$ cat config.mk
export PLATFORM = sky130hd
export DESIGN_NAME = vending_machine_flat
export DESIGN_NICKNAME = d
export VERILOG_FILES = /design/src/rtl/vending_machine_if.sv /design/src/rtl/vending_machine.sv /design/src/flat_wrapper.sv
export SDC_FILE = /design/constraint.sdc
export NUM_CORES = 1
export LEC_CHECK = 0
export ABC_AREA = 1
export BUFFER_PORTS_ARGS = -buffer_cell sky130_fd_sc_hd__buf_2
export CORE_MARGIN = 3
export CORE_UTILIZATION = 25
export CTS_BUF_LIST = sky130_fd_sc_hd__clkbuf_2
export CTS_CLUSTER_DIAMETER = 30
export CTS_CLUSTER_SIZE = 12
export DETAILED_ROUTE_END_ITERATION = 8
export SETUP_SLACK_MARGIN = 0.3
export SYNTH_ARGS = -nofsm -noshare
export SYNTH_HDL_FRONTEND = slang
export SYNTH_SLANG_ARGS = --single-unit
$ cat constraint.sdc
create_clock -name clk -period 4.2 [get_ports clk]
set_input_delay 0.21 -clock clk [delete_from_list [all_inputs] [get_ports clk]]
set_output_delay 0.21 -clock clk [all_outputs]
set_load 0.1 [all_outputs]
$ cat src/rtl/vending_machine_if.sv
// Signal bundle between the vending controller and its front panel / coin mechanism.
// The master side drives coins, buttons and return requests; the slave is the controller.
interface vending_machine_if;
  logic [2:0] i_input_coin;
  logic [3:0] i_select_item;
  logic       i_trigger_return;
  logic [3:0] o_available_item;
  logic [3:0] o_output_item;
  logic [2:0] o_return_coin;

  modport master (
    output i_input_coin, i_select_item, i_trigger_return,
    input  o_available_item, o_output_item, o_return_coin
  );

  modport slave (
    input  i_input_coin, i_select_item, i_trigger_return,
    output o_available_item, o_output_item, o_return_coin
  );
endinterface

$ cat src/rtl/vending_machine.sv
// Coin-operated vending controller: accumulates a balance from 100/500/1000 coins, dispenses
// one item per select edge, and pays the balance back greedily on request or after inactivity.
module vending_machine #(
  parameter int ITEM0_PRICE = 400,
  parameter int ITEM1_PRICE = 500,
  parameter int ITEM2_PRICE = 1000,
  parameter int ITEM3_PRICE = 2000,
  parameter int WAIT_TIME   = 100,
  parameter int BAL_W       = 16
) (
  input logic              clk,
  input logic              reset_n,
  vending_machine_if.slave bus
);

  typedef enum logic {ST_IDLE, ST_RETURN} state_t;

  localparam int TMR_W = $clog2(WAIT_TIME + 1);
  localparam logic [BAL_W:0] BAL_MAX = {1'b0, {BAL_W{1'b1}}};
  localparam logic [BAL_W-1:0] PRICE [4] = '{
    BAL_W'(ITEM0_PRICE), BAL_W'(ITEM1_PRICE), BAL_W'(ITEM2_PRICE), BAL_W'(ITEM3_PRICE)
  };

  state_t           state;
  logic [BAL_W-1:0] balance;
  logic [TMR_W-1:0] timer;
  logic [3:0]       sel_q;

  logic [BAL_W:0]   coin_val;
  logic [BAL_W:0]   coin_sum;
  logic             coin_ok;
  logic [3:0]       sel_edge;
  logic [1:0]       pick;
  logic             pick_vld;
  logic             dispense;
  logic [3:0]       dispense_oh;
  logic [BAL_W-1:0] bal_idle;
  logic             activity;
  logic             timeout;
  logic [2:0]       ret_coin;
  logic [BAL_W-1:0] ret_val;
  logic [3:0]       avail;

  always_comb begin
    // NOTE: every combinational output gets a default first so no latch is inferred.
    coin_val = '0;
    if (bus.i_input_coin[0]) coin_val = coin_val + (BAL_W+1)'(100);
    if (bus.i_input_coin[1]) coin_val = coin_val + (BAL_W+1)'(500);
    if (bus.i_input_coin[2]) coin_val = coin_val + (BAL_W+1)'(1000);
    coin_sum = {1'b0, balance} + coin_val;
    coin_ok  = (coin_sum <= BAL_MAX);

    // Lowest-index rising edge wins; higher simultaneous edges are dropped.
    sel_edge = bus.i_select_item & ~sel_q;
    pick     = 2'd0;
    pick_vld = 1'b0;
    for (int k = 3; k >= 0; k--) begin
      if (sel_edge[k]) begin
        pick     = 2'(k);
        pick_vld = 1'b1;
      end
    end
    dispense    = pick_vld && (balance >= PRICE[pick]);
    dispense_oh = dispense ? (4'b0001 << pick) : 4'b0000;

    bal_idle = balance;
    if (coin_ok)  bal_idle = coin_sum[BAL_W-1:0];
    if (dispense) bal_idle = bal_idle - PRICE[pick];

    activity = (|bus.i_input_coin) || (|sel_edge);
    timeout  = !activity && (balance != '0) && (timer == TMR_W'(WAIT_TIME - 1));

    // Greedy change: largest coin that still fits; nothing when already empty.
    ret_coin = 3'b000;
    ret_val  = '0;
    if (balance >= BAL_W'(1000)) begin
      ret_coin = 3'b100;
      ret_val  = BAL_W'(1000);
    end else if (balance >= BAL_W'(500)) begin
      ret_coin = 3'b010;
      ret_val  = BAL_W'(500);
    end else if (balance != '0) begin
      ret_coin = 3'b001;
      ret_val  = BAL_W'(100);
    end

    for (int k = 0; k < 4; k++) avail[k] = (balance >= PRICE[k]);
  end

  assign bus.o_available_item = avail;

  always_ff @(posedge clk or negedge reset_n) begin
    if (!reset_n) begin
      state             <= ST_IDLE;
      balance           <= '0;
      timer             <= '0;
      sel_q             <= '0;
      bus.o_output_item <= '0;
      bus.o_return_coin <= '0;
    end else begin
      // NOTE: non-blocking assignments so every register samples pre-edge values.
      sel_q             <= bus.i_select_item;
      bus.o_output_item <= '0;
      bus.o_return_coin <= '0;
      case (state)
        ST_IDLE: begin
          balance           <= bal_idle;
          bus.o_output_item <= dispense_oh;
          if (activity || balance == '0) timer <= '0;
          else                           timer <= timer + 1'b1;
          // Only leave for RETURN when there is something left to hand back.
          if (bal_idle != '0 && (bus.i_trigger_return || timeout)) begin
            state <= ST_RETURN;
            timer <= '0;
          end
        end
        ST_RETURN: begin
          balance           <= balance - ret_val;
          bus.o_return_coin <= ret_coin;
          if (balance == ret_val) begin
            state <= ST_IDLE;
            timer <= '0;
          end
        end
        default: state <= ST_IDLE;
      endcase
    end
  end

endmodule

$ cat src/flat_wrapper.sv
// flat-port wrapper written by rule: the top's interface ports become plain ports
module vending_machine_flat 
#(
  parameter int ITEM0_PRICE = 400,
  parameter int ITEM1_PRICE = 500,
  parameter int ITEM2_PRICE = 1000,
  parameter int ITEM3_PRICE = 2000,
  parameter int WAIT_TIME   = 100,
  parameter int BAL_W       = 16
)
  (clk, reset_n, bus_i_input_coin, bus_i_select_item, bus_i_trigger_return, bus_o_available_item, bus_o_output_item, bus_o_return_coin);
  vending_machine_if bus_i ();
  input logic clk;
  input logic reset_n;
  input wire logic [$bits(bus_i.i_input_coin)-1:0] bus_i_input_coin;
  input wire logic [$bits(bus_i.i_select_item)-1:0] bus_i_select_item;
  input wire logic [$bits(bus_i.i_trigger_return)-1:0] bus_i_trigger_return;
  output wire logic [$bits(bus_i.o_available_item)-1:0] bus_o_available_item;
  output wire logic [$bits(bus_i.o_output_item)-1:0] bus_o_output_item;
  output wire logic [$bits(bus_i.o_return_coin)-1:0] bus_o_return_coin;
  assign bus_i.i_input_coin = bus_i_input_coin;
  assign bus_i.i_select_item = bus_i_select_item;
  assign bus_i.i_trigger_return = bus_i_trigger_return;
  assign bus_o_available_item = bus_i.o_available_item;
  assign bus_o_output_item = bus_i.o_output_item;
  assign bus_o_return_coin = bus_i.o_return_coin;
  vending_machine #(.ITEM0_PRICE(ITEM0_PRICE), .ITEM1_PRICE(ITEM1_PRICE), .ITEM2_PRICE(ITEM2_PRICE), .ITEM3_PRICE(ITEM3_PRICE), .WAIT_TIME(WAIT_TIME), .BAL_W(BAL_W)) u_core (.clk(clk), .reset_n(reset_n), .bus(bus_i));
endmodule
==> results.ini <==
[placed_design]
placement.io_buffers = 20
gp_congestion = 0.884
hpwlAfterDp_um = 8430

[layout]
multi_input_area_um2 = 2740
postLayoutCoreUtil_pct = 30.7
fin_nets = 683
final_cell_mix = nand2_1 (158), inv_1 (82), nor2_1 (57)
fillers = 1620
seq_area_um2 = 831
areaGrowthSynthToFinish_pct = 17.8
drive_gt1_share_pct = 19.1
layout_commonest_cell = nand2_1

[route]
routed_wirelength_um = 10600
dr_total_vias = 3758
wl_per_cell_um = 13.0
drtAntennaViolNets = 0
vias_per_cell = 4.59
drt-initial-drc-count = 215
drc = 0
first_pass_iters = 4

[clocking]
cts_buffers = 5
clk_path_buf_depth = 2
clock_sinks = 33
cts-root-buf = clkbuf_2
cts_tree = done
insertion_delay_ns = 0.37
cts_max_level = 2
clk_pin_slew_ns = 0.18

[synthesis]
synth_compound_area_share_pct = 11.3
synthCells = 584
synthTopCellsByArea = dfrtp_1 (21%), nand2_1 (15%), ha_1 (12%)
synth_area_um2 = 3860
synth_top_area_share_pct = 21.4
synth_top_family_by_area = simple AND/OR/NAND/NOR gates
yosysUniqueCellTypes = 46
syn-num-nets = 635
ys_ff_latch = 33
yosys.area.top_type = dfrtp_1
synth_simple_gate_area_share_pct = 38.2
ys_seq_area_share_pct = 21.4
synth-adder-area-share_pct = 13.9
synthXorXnorAreaFrac_pct = 4.31
syn_area_per_cell_um2 = 6.61
ys_warn_count = 0
synthMuxAreaShare_pct = 0

[hold_path]
hold_class = in2reg

[die]
initial_core_util_pct = 26.1
ios = 21
rows = 44
dieWidth_um = 130
die_h_um = 130
die_area_um2 = 17000
core_um2 = 14800

[sta]
fin_skew_ns = 0.00789
drv_slew = 0
fin_crit_sh_pct = 86.2
worstMarginPinSlew_ns = 0.775
maxSlewHeadroom_pct = 48.3
finalHoldViolCount = 0
finalSetupViolCount = 0
fmax_ghz = 0.276
rsz0062_at_grt = yes
period_needed_ns = 3.62
tns_ns = 0

[global_routing]
grt_pass1_vias = 3504
gr-total-overflow = 0
grtUsageTotal_pct = 12.7
grt_pass1_wl_um = 17300
grt_max_degree = 34
antenna_found_initial = 1

[job]
cap_violations = 0

[pwr]
power_leakage_nw = 2.40
irDropWorstVdd_v = 0.000117
p_per_area_nw_per_um2 = 196

[worst_setup_path]
crit_fanout = 9
critPathSlowestCell = dfrtp_2
cpPeakStageDelay_ns = 0.48
cpMostUsedCell = nand2_1
cp-start-kind = flip-flop
critPathArrivalTime_ns = 3.94
setup.worst_path.class = reg2reg
crit_required_ns = 4.52
cp-end-kind = flip-flop

[status]
status = complete, no violations

==> registers in the layout, summed over array words and instances, names as in the netlist <==
register / count
u_core.balance: 14
u_core.timer: 7
u_core.bus.o_output_item: 4
u_core.sel_q: 4
u_core.bus.o_return_coin: 3
u_core.state: 1
==> cells by family (layout without fill, tap and decap cells) <==
family                   Yosys count  after routing
AO/OA/AOI/OAI                     68             68
XOR/XNOR                          19             19
adder cells (fa/ha/maj)           41             41
buffers and inverters            102            151
flip-flops                        33             33
other                              0              1
AND/OR/NAND/NOR                  321            321
==> path summary, 6_finish.rpt <==
kind	to	start	slack (ns)	cells past startpoint
worst max-delay path	u_core.timer[4]	u_core.balance[2]	0.58	28
worst max register to register	u_core.timer[4]	u_core.balance[2]	0.58	28
worst min-delay path	u_core.state	bus_i_trigger_return	0.25	4
min in group asynchronous	u_core.sel_q[2]	reset_n	0.42	2
max in group asynchronous	u_core.balance[14]	reset_n	3.24	2
worst min register to register	u_core.timer[4]	u_core.timer[4]	0.52	2
==> through the flow <==
stage	total power [mW]	std cells	hold WS [ns]	cell area, µm²	setup slack [ns]
after CTS	0.879	808	0.218	4360	0.325
after floorplan	0.573	584	-0.0856	3860	0.450
final	0.893	818	0.254	4550	0.580
after global placement	0.650	795	0.331	4240	0.0911
after global routing	0.958	818	0.238	4550	0.304
after detailed placement	0.650	795	0.343	4240	0.0329
==> synthesized netlist by cell type, drive strengths merged <==
cell and count:
o21bai 4, or2 2, inv 91, fa 3, nor4 1, o21ai 35, xor2 13, nand3 49
a31oi 1, buf 5, nor2 64, o2111ai 1, clkbuf 4, o31ai 1, a22oi 1, nand2 173
a211o 1, a21o 1, clkinv 2, a21oi 19, nor3 10, nor3b 1, o21a 2, nand4 20
ha 38, or3 1, xnor2 6, o22ai 2, dfrtp 33
==> what timing repair did <==
action | CTS | global route
hold buffers | 5 | 0
resized for setup | 1 | 29
pin swaps | 0 | 14
setup endpoints to repair | 6 | 13
setup buffers | 0 | 9
endpoints found under the hold margin | 37 | 0
==> critical path, delay by kind of cell (launching register included) <==
kind | cells | cell delay, ns
buffers and inverters | 4 | 0.24
AND/OR/NAND/NOR | 16 | 1.28
AO/OA/AOI/OAI | 4 | 0.50
flip-flops | 1 | 0.48
adder cells (fa/ha/maj) | 4 | 1.06
==> layout make-up <==
class | instances | area share [%]
well taps | 184 | 5.06
clock inverters | 2 | 0.742
clock buffers | 6 | 0.660
inverters | 93 | 7.70
multi-input cells | 449 | 60.1
flip-flops and latches | 33 | 18.3
diodes | 1 | 0.0550
repair buffers | 50 | 7.42
==> report_power, final <==
part	switching (mW)	leakage, nW	total (mW)	internal (mW)
Combinational	0.218	1.97	0.357	0.139
Sequential	0.000805	0.388	0.321	0.320
Clock	0.114	0.0406	0.216	0.102
Total	0.333	2.40	0.893	0.560
==> layer usage <==
metal / part of all wire (%) / global-route usage [%] / vias to the layer above
li1: - / - / 1981
met1: 50 / 18.7 / 1660
met2: 42 / 19.2 / 108
met3: 6.6 / 2.37 / 9
met4: 0.86 / 2.81 / 0
met5: 0 / 0 / -
Power figures use the tool's default switching activity.
